==> config.mk <==
export PLATFORM = sky130hd
export DESIGN_NAME = seq_divider_flat
export DESIGN_NICKNAME = d
export VERILOG_FILES = /design/src/rtl/seq_divider_pkg.sv /design/src/rtl/seq_divider_if.sv /design/src/rtl/seq_divider_lookahead_subtractor.sv /design/src/rtl/seq_divider.sv /design/src/flat_wrapper.sv
export SDC_FILE = /design/constraint.sdc
export NUM_CORES = 1
export LEC_CHECK = 0
export ABC_AREA = 1
export CORE_MARGIN = 2
export CORE_UTILIZATION = 46
export DETAILED_ROUTE_END_ITERATION = 6
export GPL_TIMING_DRIVEN = 0
export PLACE_DENSITY = 0.73
export SETUP_SLACK_MARGIN = 0.5
export SLEW_MARGIN = 20
export SYNTH_ARGS = -nofsm -noshare
export SYNTH_HDL_FRONTEND = slang
export SYNTH_SLANG_ARGS = --single-unit
==> constraint.sdc <==
create_clock -name clk -period 1.94 [get_ports clk]
set_clock_uncertainty 0.05 [all_clocks]
set_input_delay 0.388 -clock clk [delete_from_list [all_inputs] [get_ports clk]]
set_output_delay 0.388 -clock clk [all_outputs]
set_load 0.02 [all_outputs]
==> src/rtl/seq_divider_pkg.sv <==
// Shared definitions for the iterative restoring divider.
package seq_divider_pkg;

   localparam int unsigned DIV_WIDTH = 8;

   typedef enum logic [1:0] {
      ST_IDLE = 2'd0,
      ST_CALC = 2'd1,
      ST_DONE = 2'd2
   } state_t;

endpackage

==> src/rtl/seq_divider_if.sv <==
// Start/busy/done request bus between the ALU issue logic and the divider.
interface seq_divider_if
   import seq_divider_pkg::*;
#(
   parameter int unsigned WIDTH = DIV_WIDTH
);

   logic             start;
   logic [WIDTH-1:0] dividend;
   logic [WIDTH-1:0] divisor;
   logic             busy;
   logic             done;
   logic [WIDTH-1:0] quotient;
   logic [WIDTH-1:0] remainder;
   logic             div_by_zero;

   modport master (
      output start, dividend, divisor,
      input  busy, done, quotient, remainder, div_by_zero
   );

   modport slave (
      input  start, dividend, divisor,
      output busy, done, quotient, remainder, div_by_zero
   );

endinterface

==> src/rtl/seq_divider_lookahead_subtractor.sv <==
// N-bit subtractor a + ~b + 1 with every carry formed directly from generate/propagate terms.
module lookahead_subtractor #(
   parameter int unsigned N = 9
) (
   input  logic [N-1:0] a,
   input  logic [N-1:0] b,
   output logic [N-1:0] diff,
   output logic         borrow
);

   logic [N-1:0] g;
   logic [N-1:0] p;
   logic [N:0]   c;
   logic         cc;
   logic         prop;

   assign g = a & ~b;
   assign p = a ^ ~b;

   // c[i+1] = g[i] | p[i]g[i-1] | ... | p[i..0]cin, expanded rather than rippled
   always_comb begin
      c    = '0;
      cc   = 1'b0;
      prop = 1'b0;
      c[0] = 1'b1;
      for (int unsigned i = 0; i < N; i++) begin
         cc   = g[i];
         prop = p[i];
         for (int unsigned j = i; j > 0; j--) begin
            cc   = cc | (prop & g[j-1]);
            prop = prop & p[j-1];
         end
         c[i+1] = cc | (prop & c[0]);
      end
   end

   assign diff   = p ^ c[N-1:0];
   assign borrow = ~c[N];

endmodule

==> src/rtl/seq_divider.sv <==
// Iterative unsigned restoring divider: one quotient bit per clock, start/busy/done handshake.
module seq_divider
   import seq_divider_pkg::*;
#(
   parameter int unsigned WIDTH = DIV_WIDTH
) (
   input  logic       clk,
   input  logic       rst_n,
   seq_divider_if.slave bus
);

   localparam int unsigned    CW         = $clog2(WIDTH);
   localparam logic [CW-1:0] COUNT_INIT = CW'(WIDTH - 1);

   state_t           state;
   state_t           state_next;
   logic [WIDTH:0]   r_reg;
   logic [WIDTH:0]   trial;
   logic [WIDTH:0]   diff;
   logic [WIDTH:0]   r_next;
   logic [WIDTH-1:0] q_reg;
   logic [WIDTH-1:0] q_next;
   logic [WIDTH-1:0] d_reg;
   logic [CW-1:0]    count;
   logic             borrow;
   logic             accept;
   logic             zero_div;
   logic             busy;
   logic             done;
   logic [WIDTH-1:0] quot_reg;
   logic [WIDTH-1:0] rem_reg;
   logic             dbz_reg;
   logic             r_top_unused;

   assign accept   = bus.start && ((state == ST_IDLE) || (state == ST_DONE));
   assign zero_div = (bus.divisor == '0);

   assign trial = {r_reg[WIDTH-1:0], q_reg[WIDTH-1]};

   lookahead_subtractor #(
      .N(WIDTH + 1)
   ) u_sub (
      .a      (trial),
      .b      ({1'b0, d_reg}),
      .diff   (diff),
      .borrow (borrow)
   );

   assign r_next = borrow ? trial : diff;
   assign q_next = {q_reg[WIDTH-2:0], ~borrow};

   // Partial remainder never exceeds the divisor, so its extra bit is never fed back.
   assign r_top_unused = r_reg[WIDTH];

   always_ff @(posedge clk or negedge rst_n) begin
      if (!rst_n) begin
         state <= ST_IDLE;
      end else begin
         state <= state_next;
      end
   end

   always_comb begin
      state_next = state;
      busy       = 1'b0;
      done       = 1'b0;
      case (state)
         ST_IDLE, ST_DONE: begin
            done = (state == ST_DONE);
            if (accept) begin
               state_next = zero_div ? ST_DONE : ST_CALC;
            end else begin
               state_next = ST_IDLE;
            end
         end
         ST_CALC: begin
            busy = 1'b1;
            if (count == '0) begin
               state_next = ST_DONE;
            end
         end
         default: state_next = ST_IDLE;
      endcase
   end

   always_ff @(posedge clk or negedge rst_n) begin
      if (!rst_n) begin
         r_reg    <= '0;
         q_reg    <= '0;
         d_reg    <= '0;
         count    <= '0;
         quot_reg <= '0;
         rem_reg  <= '0;
         dbz_reg  <= 1'b0;
      end else if (accept) begin
         if (zero_div) begin
            quot_reg <= '1;
            rem_reg  <= bus.dividend;
            dbz_reg  <= 1'b1;
         end else begin
            q_reg   <= bus.dividend;
            r_reg   <= '0;
            d_reg   <= bus.divisor;
            count   <= COUNT_INIT;
            dbz_reg <= 1'b0;
         end
      end else if (state == ST_CALC) begin
         r_reg <= r_next;
         q_reg <= q_next;
         count <= count - 1'b1;
         if (count == '0) begin
            quot_reg <= q_next;
            rem_reg  <= r_next[WIDTH-1:0];
         end
      end
   end

   assign bus.busy        = busy;
   assign bus.done        = done;
   assign bus.quotient    = quot_reg;
   assign bus.remainder   = rem_reg;
   assign bus.div_by_zero = dbz_reg;

endmodule

==> src/flat_wrapper.sv <==
// flat-port wrapper written by rule: the top's interface ports become plain ports
module seq_divider_flat import seq_divider_pkg::*;
#(
   parameter int unsigned WIDTH = DIV_WIDTH
)
  (clk, rst_n, bus_start, bus_dividend, bus_divisor, bus_busy, bus_done, bus_quotient, bus_remainder, bus_div_by_zero);
  seq_divider_if #(.WIDTH(WIDTH)) bus_i ();
  input  logic clk;
  input  logic rst_n;
  input wire logic [$bits(bus_i.start)-1:0] bus_start;
  input wire logic [$bits(bus_i.dividend)-1:0] bus_dividend;
  input wire logic [$bits(bus_i.divisor)-1:0] bus_divisor;
  output wire logic [$bits(bus_i.busy)-1:0] bus_busy;
  output wire logic [$bits(bus_i.done)-1:0] bus_done;
  output wire logic [$bits(bus_i.quotient)-1:0] bus_quotient;
  output wire logic [$bits(bus_i.remainder)-1:0] bus_remainder;
  output wire logic [$bits(bus_i.div_by_zero)-1:0] bus_div_by_zero;
  assign bus_i.start = bus_start;
  assign bus_i.dividend = bus_dividend;
  assign bus_i.divisor = bus_divisor;
  assign bus_busy = bus_i.busy;
  assign bus_done = bus_i.done;
  assign bus_quotient = bus_i.quotient;
  assign bus_remainder = bus_i.remainder;
  assign bus_div_by_zero = bus_i.div_by_zero;
  seq_divider #(.WIDTH(WIDTH)) u_core (.clk(clk), .rst_n(rst_n), .bus(bus_i));
endmodule
==> results of run 1 <==
where the power goes:
| part | switching [mW] | internal (mW) | total (mW) |
|---|---|---|---|
| clock | 0.358 | 0.258 | 0.616 |
| sequential | 0.246 | 1.40 | 1.64 |
| combinational | 2.80 | 2.18 | 4.98 |
| total | 3.40 | 3.84 | 7.23 |
worst paths after layout:
path                                                       end  slack, ps  cells past startpoint
max                        u_core.bus.remainder[3]$_DFFE_PN0P_         80                     12
max reg2reg                u_core.bus.remainder[3]$_DFFE_PN0P_         80                     12
min in group asynchronous          u_core.d_reg[2]$_DFFE_PN0P_        520                      2
min reg2reg                 u_core.bus.div_by_zero$_DFFE_PN0P_        480                      2
min                                u_core.d_reg[4]$_DFFE_PN0P_        270                      3
max in group asynchronous          u_core.r_reg[2]$_DFFE_PN0P_        820                      3
per-layer routing:
layer	part of all wire, %	GRT usage [%]	routed length [um]
met1	46	29.7	3070
met2	49	34.5	3320
met3	4.6	4.41	306
met4	0.51	4.14	34
met5	0	0	0
cell usage in the layout (no fill, tap or decap), types with 11 or more instances in the layout:
cell / count
o21ai_0: 12
dfrtp_1: 46
nand2_1: 81
clkbuf_2: 23
nand3_1: 17
buf_6: 14
buf_4: 28
inv_2: 11
inv_1: 32
nand2_2: 14
a21oi_1: 16
nor2_1: 16
layout make-up:
cell class | count | area, um^2
Fill cell | 442 | 1810
Multi-Input combinational cell | 231 | 1500
Sequential cell | 46 | 1150
Timing Repair Buffer | 72 | 574
Inverter | 46 | 183
Buffer | 11 | 110
Tap cell | 72 | 90.1
Clock buffer | 5 | 68.8
Clock inverter | 3 | 23.8
cell families (layout without fill, tap and decap cells):
group                      count (synthesis)  after routing  share of synthesized area, %
xor gates and xnor gates                   3              3                         0.999
and+or+nand+nor                          169            170                          30.7
AOI/OAI and AO/OA                         47             47                          9.94
DFF                                       46             46                          43.7
buffers and inverters                     57            137                          9.41
adders and majority gates                 11             11                          5.23
stage by stage:
| step | power (mW) | setup TNS (ps) | instances | hold WS, ps |
|---|---|---|---|---|
| final | 7.23 | 0 | 486 | 268 |
| after global routing | 7.82 | -34.4 | 486 | 268 |
| after CTS | 6.38 | 0 | 468 | 390 |
| after detailed placement | 5.44 | -7860 | 443 | 329 |
| after global placement | 5.37 | -48900 | 442 | 431 |
| after floorplan | 4.47 | 0 | 333 | 42.4 |
worst max-delay path, cell delays in order (launching register included):
cell	delay, ps
dfrtp_1	460
ha_4	260
nand2_1	70
inv_1	80
nand2_2	80
nand2_2	70
nor2_4	160
nand2_8	90
buf_6	130
nand4_1	140
nand3_2	90
nand2_1	60
inv_1	30
what timing repair did:
item,in CTS,in global routing
hold buffers,1,0
gates cloned,1,2
endpoints found under the setup margin,63,63
resized for setup,70,103
buffers inserted,15,16
pin swaps,18,34
endpoints found under the hold margin,8,0
==> results.py, run 1 <==
metrics = {
    "status": {
        "outcome": "complete, no violations",
    },
    "sta": {
        "slew_viol_final": 0,
        "max_freq_mhz": 537,
        "worstMarginPinSlew_ps": 484,
        "rsz0062_at_grt": "yes",
        "period_needed_ps": 1860,
        "post-route-period-util_pct": 96.0,
        "finalHoldViolCount": 0,
        "slew_headroom_pct": 67.8,
        "setup_violations": 0,
        "finalWorstSetupSlack_ps": 78.5,
    },
    "cts": {
        "clock_path_buffers": 2,
        "cts_tree": "yes",
        "cts_buffers": 5,
        "cts_root_buffer": "clkbuf_8",
        "path_clk_slew_ps": 90,
        "cts_htree_levels": 2,
        "numClockSinks": 46,
        "insertion_delay_ps": 300,
    },
    "placed_design": {
        "dp_hpwl_um": 4510,
        "portBuffers": 37,
        "placed_cell_area_um2": 3110,
        "routabilityCongestion": 0.824,
        "preCtsSetupSlack_ps": -303,
    },
    "floorplanning": {
        "rows": 27,
        "die_w_um": 79.6,
        "initial_core_util_pct": 47.8,
        "fp.coreArea_um2": 5510,
        "ioPinCount": 38,
        "die_area_um2": 6340,
        "die_h_um": 79.6,
    },
    "final_layout": {
        "nNetsFinal": 443,
        "n_antenna_cell": 0,
        "utilization_pct": 67.2,
        "area_delta_synth_final_pct": 40.7,
        "drive_gt1_share_pct": 37.7,
        "design_area_um2": 3700,
    },
    "power_and_ir_drop": {
        "p_per_area_nw_per_um2": 1950,
        "leakage_nw": 1.88,
        "peakVddDrop_v": 0.000822,
    },
    "hold_path": {
        "hold_class": "in2reg",
        "hp-start": "bus_divisor[4]",
    },
    "route": {
        "drc": 0,
        "ant_nets": 0,
        "first_pass_iters": 4,
        "wl_um": 6720,
        "drt_iter0_drc": 160,
        "wl_per_cell_um": 13.8,
        "vias": 2472,
        "via_per_inst": 5.09,
    },
    "synth": {
        "ys_ff_latch": 46,
        "avgSynthCellArea_um2": 7.90,
        "ys_top_cells_by_area": "dfrtp_1 44%, nand2_1 13%, inv_1 5.8%",
        "yosysWarnings": 0,
        "synthMostInstantiatedCell": "nand2_1",
        "synth_nets": 363,
        "synthTopCellsByCount": "90 x nand2_1, 46 x dfrtp_1, 41 x inv_1",
        "synth_edf_count": 0,
        "async_flop_share_pct": 100,
        "ys_seq_area_share_pct": 43.7,
        "ys_types": 30,
        "netlist_instances": 333,
        "syn_area_um2": 2630,
        "synth-main-ff-cell": "dfrtp_1",
        "synth_top_area_cell": "dfrtp_1",
        "synth.top_cell.area_share_pct": 43.7,
    },
    "grt": {
        "grt.total_usage_pct": 21.3,
        "antenna_found_initial": 0,
        "grt_pass1_wl_um": 10700,
        "grt_max_degree": 28,
        "grt.overflow.total": 0,
        "first_global_vias": 2336,
    },
    "setup_path": {
        "crit_required_ps": 2100,
        "arrival_ps": 2020,
        "reg2reg_from": "u_core.r_reg[5]$_DFFE_PN0P_",
        "critPathCaptureType": "flop",
        "cp-startpoint": "u_core.r_reg[5]$_DFFE_PN0P_",
        "crit_path_max_fanout": 4,
        "critPathLaunchType": "flop",
        "crit_type": "reg2reg",
    },
    "flow_run": {
        "cap_violations": 0,
    },
}
Power figures use the tool's default switching activity.
==> run 2: changes to the inputs <==
--- a/config.mk
+++ b/config.mk
@@ -5,12 +5,12 @@
 export SDC_FILE = /design/constraint.sdc
 export NUM_CORES = 1
 export LEC_CHECK = 0
-export ABC_AREA = 1
+export ABC_AREA = 0
 export CORE_MARGIN = 2
 export CORE_UTILIZATION = 46
 export DETAILED_ROUTE_END_ITERATION = 6
 export GPL_TIMING_DRIVEN = 0
-export PLACE_DENSITY = 0.73
+export PLACE_DENSITY = 0.74
 export SETUP_SLACK_MARGIN = 0.5
 export SLEW_MARGIN = 20
 export SYNTH_ARGS = -nofsm -noshare
==> run 2 against run 1 <==
  * The run now ends with setup timing left
  * Critical path depth fell by 5
  * Register-to-register slack got worse by 390 ps
  * Synthesized cell count decreased by 23%
  * Clock-buffer cell count increased by 1
  * Sequential share of layout area decreased by 0.43 points
  * Final area is 1.7% higher
  * Wire length is 24% higher
  * Die area shrank 9.2%
  * First-iteration DRC count grew 41%
  * Flip-flop and latch count unchanged
  * Setup slack got worse by 390 ps
  * Largest cell class unchanged
  * Highest routed layer unchanged
==> results.py, run 2 <==
metrics = {
    "synth": {
        "synth.top_cell.area_share_pct": 48.4,
        "ys_types": 40,
        "synthMostInstantiatedCell": "nand2_1",
        "ys_ff_latch": 46,
        "synth_top_area_cell": "dfrtp_1",
        "synth_edf_count": 0,
        "async_flop_share_pct": 100,
        "yosysWarnings": 0,
        "netlist_instances": 256,
        "avgSynthCellArea_um2": 9.29,
        "synth_top_family_by_area": "compound AO/OA/AOI/OAI gates",
        "yosys.area_share.adder_pct": 5.79,
        "synthSimpleGateAreaFrac_pct": 18.0,
        "synth-compound-area-share_pct": 20.1,
        "synthMuxAreaShare_pct": 2.68,
        "ys_seq_area_share_pct": 48.4,
        "synthTopCellsByCount": "47 x nand2_1, 46 x dfrtp_1, 26 x o21ai_0",
        "synth_nets": 286,
        "synth_xor_area_share_pct": 0.737,
        "syn_area_um2": 2380,
        "synth-main-ff-cell": "dfrtp_1",
        "ys_top_cells_by_area": "dfrtp_1 48%, nand2_1 7.4%, ha_1 5.8%",
    },
    "setup_path": {
        "arrival_ps": 2450,
        "timing.critical_path.buf_inv": 1,
        "crit_path_max_fanout": 5,
        "critPathCaptureType": "flop",
        "crit_path_cell_trace": "ha_1, nand3_1, a21o_4, a21o_1, buf_6, or4b_1, nand3_1",
        "crit_path_top_delay_cell": "or4b_1",
        "crit_required_ps": 2140,
        "path_common_cell": "nand3_1",
        "critPathMaxStageDelay_ps": 510,
        "cp_top_family": "simple AND/OR/NAND/NOR gates",
        "crit_type": "reg2reg",
        "critPathLaunchType": "flop",
    },
    "grt": {
        "grt.total_usage_pct": 27.2,
        "antenna_found_initial": 0,
        "first_global_vias": 2328,
        "grt.overflow.total": 0,
        "grt_pass1_wl_um": 11500,
        "grt_max_degree": 25,
    },
    "final_layout": {
        "nNetsFinal": 373,
        "n_antenna_cell": 0,
        "area_delta_synth_final_pct": 58.4,
        "utilization_pct": 74.7,
        "final_common_cell": "dfrtp_1",
        "drive_gt1_share_pct": 44.2,
        "design_area_um2": 3760,
        "most-common-layout-cells": "43 x dfrtp_1, 38 x nand2_1, 30 x buf_4, 16 x clkbuf_2, 15 x o21ai_2",
        "stdcell_count": 414,
    },
    "sta": {
        "max_freq_mhz": 445,
        "finalHoldViolCount": 0,
        "rsz0062_at_grt": "yes",
        "post-route-period-util_pct": 116,
        "slew_viol_final": 0,
        "setup_violations": 17,
        "worstMarginPinSlew_ps": 579,
        "slew_headroom_pct": 61.4,
        "period_needed_ps": 2250,
        "finalWorstSetupSlack_ps": -308,
    },
    "cts": {
        "cts_htree_levels": 2,
        "path_clk_slew_ps": 90,
        "postCtsHoldBufs": 0,
        "clock_path_buffers": 2,
        "numClockSinks": 46,
        "cts_tree": "yes",
        "cts_root_buffer": "clkbuf_8",
        "cts_buffers": 5,
        "insertion_delay_ps": 310,
    },
    "placed_design": {
        "routabilityCongestion": 0.810,
        "preCtsSetupSlack_ps": -489,
        "portBuffers": 37,
        "post-place-cells": 364,
        "dp_hpwl_um": 4410,
        "placed_cell_area_um2": 3000,
    },
    "route": {
        "vias": 2486,
        "wl_um": 8350,
        "drc": 0,
        "ant_nets": 0,
        "wl_per_cell_um": 20.2,
        "via_per_inst": 6.00,
        "drt_iter0_drc": 226,
        "first_pass_iters": 5,
    },
    "status": {
        "failed_checks": "setup timing",
        "outcome": "complete, but fails checks",
    },
    "floorplanning": {
        "ioPinCount": 38,
        "fp.coreArea_um2": 5040,
        "rows": 26,
        "die_w_um": 75.9,
        "die_area_um2": 5760,
        "die_h_um": 75.9,
        "initial_core_util_pct": 47.1,
    },
    "flow_run": {
        "cap_violations": 0,
    },
    "hold_path": {
        "hold_class": "in2async",
    },
}
run 2: cell types whose count changed in the layout (fill, tap and decap cells not counted), moves of 8 or more:
cell / change
nand3_1: -13
nor2_4: -8
nand2_2: -8
or2_2: -8
a31oi_1: +8
a21oi_1: -9
inv_1: -22
o21ai_2: +12
nand2_1: -43
nand4_1: -8
inv_2: -9
o21ai_0: -8
run 2: path summary, 6_finish.rpt:
| path | start | end | slack (ps) | cells after the start |
|---|---|---|---|---|
| worst max-delay path | u_core.r_reg[2]$_DFFE_PN0P_ | u_core.bus.remainder[5]$_DFFE_PN0P_ | -310 | 7 |
| worst min-delay path | rst_n | u_core.bus.quotient[3]$_DFFE_PN0P_ | 10 | 1 |
| worst max register to register | u_core.r_reg[2]$_DFFE_PN0P_ | u_core.bus.remainder[5]$_DFFE_PN0P_ | -310 | 7 |
| worst min register to register | u_core.bus.quotient[5]$_DFFE_PN0P_ | u_core.bus.quotient[5]$_DFFE_PN0P_ | 460 | 2 |
| max in group asynchronous | rst_n | u_core.r_reg[7]$_DFFE_PN0P_ | 1300 | 2 |
| min in group clk | bus_divisor[6] | u_core.d_reg[6]$_DFFE_PN0P_ | 300 | 3 |
run 2: layer usage:
layer	global-route usage [%]	vias up	routed length (um)	part of all wire (%)
met5	0	-	0	0
met4	13.5	0	349	4.2
met3	4.23	40	571	6.8
met2	44.3	141	4140	50
met1	35.2	1229	3290	39
li1	-	1076	-	-
run 2: layout make-up:
class	instances	area, um^2
plain buffers	11	131
clock buffers	6	72.6
clock inverters	2	37.5
fillers	308	1280
inverters	13	61.3
multi-input cells	186	1530
flip-flops and latches	46	1150
well taps	70	87.6
repair buffers	80	692
run 2: stage by stage:
| step | hold WS, ps | setup TNS [ps] |
|---|---|---|
| final | 14.6 | -2740 |
| after global placement | 406 | -51950 |
| after global routing | 52.5 | -3910 |
| after CTS | 34.3 | -1610 |
| after floorplan | 42.4 | -246 |
| after detailed placement | 366 | -10630 |
run 2: cells by family (layout without fill, tap and decap cells):
kind of cell	Yosys count	count (layout)
muxes	6	6
buffers and inverters	24	112
DFF	46	46
AOI/OAI and AO/OA	74	74
and+or+nand+nor	93	93
adders and majority gates	11	11
xor gates and xnor gates	2	2
run 2: worst reg2reg max path, cell delays in order, from the launching register on:
cell	delay (ps)
dfrtp_1	420
ha_1	370
nand3_1	130
a21o_4	230
a21o_1	220
buf_6	150
or4b_1	510
nand3_1	110
run 2: repair_timing:
action,CTS,global route
setup buffers,24,15
pin swaps,14,27
gates cloned,2,1
gates resized for setup,116,99
endpoints found under the setup margin,64,62
Power of run 2 is left out: the tool's default activity adds up to more than one toggle a clock period on the data nets, which glitch-free logic cannot reach.
==> run 3: changes to the inputs <==
--- a/config.mk
+++ b/config.mk
@@ -7,10 +7,10 @@
 export LEC_CHECK = 0
 export ABC_AREA = 0
 export CORE_MARGIN = 2
-export CORE_UTILIZATION = 46
+export CORE_UTILIZATION = 53
 export DETAILED_ROUTE_END_ITERATION = 6
 export GPL_TIMING_DRIVEN = 0
-export PLACE_DENSITY = 0.74
+export PLACE_DENSITY = 0.83
 export SETUP_SLACK_MARGIN = 0.5
 export SLEW_MARGIN = 20
 export SYNTH_ARGS = -nofsm -noshare
==> run 3 against run 2 <==
  * The flow still finishes with violations (setup timing)
  * Register-to-register slack is essentially flat
  * Non-clock buffer count shrank 8
  * Setup slack lost 7.0 ps
  * Core utilization grew 9.2 points
  * Critical path type unchanged
  * Wire length grew 3.9%
  * Clock-buffer cell count is the same
  * Via count grew 1.8%
  * Final area shrank 3.7%
  * Global-route usage grew 4.1 points
  * Cell count shrank 6.3%
  * Critical path depth is the same
  * Critical endpoint unchanged
==> results.py, run 3 (synthesis gave the netlist of run 2 again) <==
metrics = {
    "status": {
        "outcome": "complete, but fails checks",
        "failed_checks": "setup timing",
    },
    "setup_path": {
        "crit_type": "reg2reg",
        "cp-startpoint": "u_core.r_reg[2]$_DFFE_PN0P_",
        "crit_required_ps": 2150,
        "r2r_cells": 7,
        "critPathLaunchType": "flop",
        "reg2reg_from": "u_core.r_reg[2]$_DFFE_PN0P_",
        "arrival_ps": 2460,
        "r2r-end": "u_core.bus.remainder[5]$_DFFE_PN0P_",
        "cp-endpoint": "u_core.bus.remainder[5]$_DFFE_PN0P_",
        "rrSetupSlack_ps": -320,
        "critPathCaptureType": "flop",
        "crit_path_max_fanout": 5,
    },
    "grt": {
        "first_global_vias": 2433,
        "grt_pass1_wl_um": 12100,
        "grt_max_degree": 29,
        "grt.total_usage_pct": 31.3,
        "antenna_found_initial": 0,
        "grt.overflow.total": 0,
    },
    "route": {
        "drc": 0,
        "drt_iter0_drc": 345,
        "wl_per_cell_um": 22.4,
        "vias": 2531,
        "ant_nets": 0,
        "via_per_inst": 6.52,
        "first_pass_iters": 5,
        "wl_um": 8670,
    },
    "cts": {
        "path_clk_slew_ps": 90,
        "cts_htree_levels": 2,
        "cts_root_buffer": "clkbuf_8",
        "insertion_delay_ps": 320,
        "numClockSinks": 46,
        "clock_path_buffers": 2,
        "cts_tree": "yes",
        "cts_buffers": 5,
    },
    "final_layout": {
        "nNetsFinal": 365,
        "n_antenna_cell": 0,
        "num-fill-cells": 208,
        "multiInputGateArea_um2": 1510,
        "final_common_cell": "nand2_1",
        "register_area_um2": 1150,
        "drive_gt1_share_pct": 40.5,
        "area_delta_synth_final_pct": 52.5,
        "most-common-layout-cells": "44 x nand2_1, 43 x dfrtp_1, 24 x buf_4, 15 x nor2_1, 14 x clkbuf_2",
    },
    "sta": {
        "max_freq_mhz": 443,
        "period_needed_ps": 2260,
        "slew_viol_final": 0,
        "setup_tns_ps": -2970,
        "finalWorstSetupSlack_ps": -315,
        "worstMarginPinSlew_ps": 721,
        "slew_headroom_pct": 51.9,
        "finalHoldViolCount": 0,
        "setup_violations": 17,
        "post-route-period-util_pct": 116,
        "rsz0062_at_grt": "yes",
    },
    "floorplanning": {
        "initial_core_util_pct": 55.0,
        "rows": 24,
        "die_area_um2": 5040,
        "fp.coreArea_um2": 4320,
        "die_w_um": 71.0,
        "die_h_um": 71.0,
        "ioPinCount": 38,
    },
    "placed_design": {
        "dp_hpwl_um": 4400,
        "routabilityCongestion": 0.860,
        "portBuffers": 37,
    },
    "hold_path": {
        "hold_class": "in2async",
    },
    "flow_run": {
        "cap_violations": 0,
    },
}
## run 3: cell count changes in the layout (fill, tap and decap cells not counted), moves of 3 or more
cell and change:
o21ai_2 -6, buf_8 -6, nand2_2 -5, dlygate4sd2_1 -3, o21ai_0 +4, nand2_1 +6
buf_4 -6, buf_2 +5
## run 3: how the worst min path moves through the flow
stage | start | endpoint | cells past startpoint
global placement | u_core.count[0]$_DFFE_PN0P_ | u_core.count[0]$_DFFE_PN0P_ | 1
CTS | rst_n | u_core.bus.quotient[6]$_DFFE_PN0P_ | 1
detailed placement | rst_n | u_core.d_reg[2]$_DFFE_PN0P_ | 1
global route | rst_n | u_core.d_reg[2]$_DFFE_PN0P_ | 1
floorplan | rst_n | u_core.bus.div_by_zero$_DFFE_PN0P_ | 0
finish | rst_n | u_core.d_reg[2]$_DFFE_PN0P_ | 1
## run 3: cell type report
cell class,instances,share of cell area [%]
multi-input combinational,186,41.5
sequential,46,31.8
timing repair buffer,72,17.3
buffer,11,3.52
clock buffer,6,2.00
tap,52,1.79
inverter,13,1.69
clock inverter,2,0.380
## run 3: metal layers
layer / vias to the layer above / GRT usage, % / wire [um]
met2: 176 / 51.9 / 4160
met1: 1227 / 39.0 / 3240
li1: 1062 / - / -
met5: - / 0 / 0
met4: 0 / 18.0 / 591
met3: 66 / 4.42 / 674
## run 3: timing repair
item,4_1_cts,5_1_grt
pin swaps,16,11
gates resized for setup,131,67
endpoints found under the setup margin,64,56
gates cloned,0,1
setup buffers,27,6
hold buffers,0,0
## run 3: per-stage QoR
step	instances	worst slack, ps	utilization [%]	cell area, um^2	hold slack, ps
floorplan	256	-106	-	2520	42.4
global placement	345	-846	68.3	2950	406
detailed placement	346	-527	68.8	2970	416
CTS	381	-240	79.7	3450	91.5
global route	388	-340	83.9	3630	119
finish	388	-315	83.9	3630	59.6
## run 3: worst max-delay path, cell delays in order, from the launching register on
cell and delay, ps:
dfrtp_1 430, ha_2 390, nand3_4 80, a21o_1 190, a21o_1 230, buf_6 150, or4b_1 540, nand3_1 120
Power of run 3 is left out for the same reason.
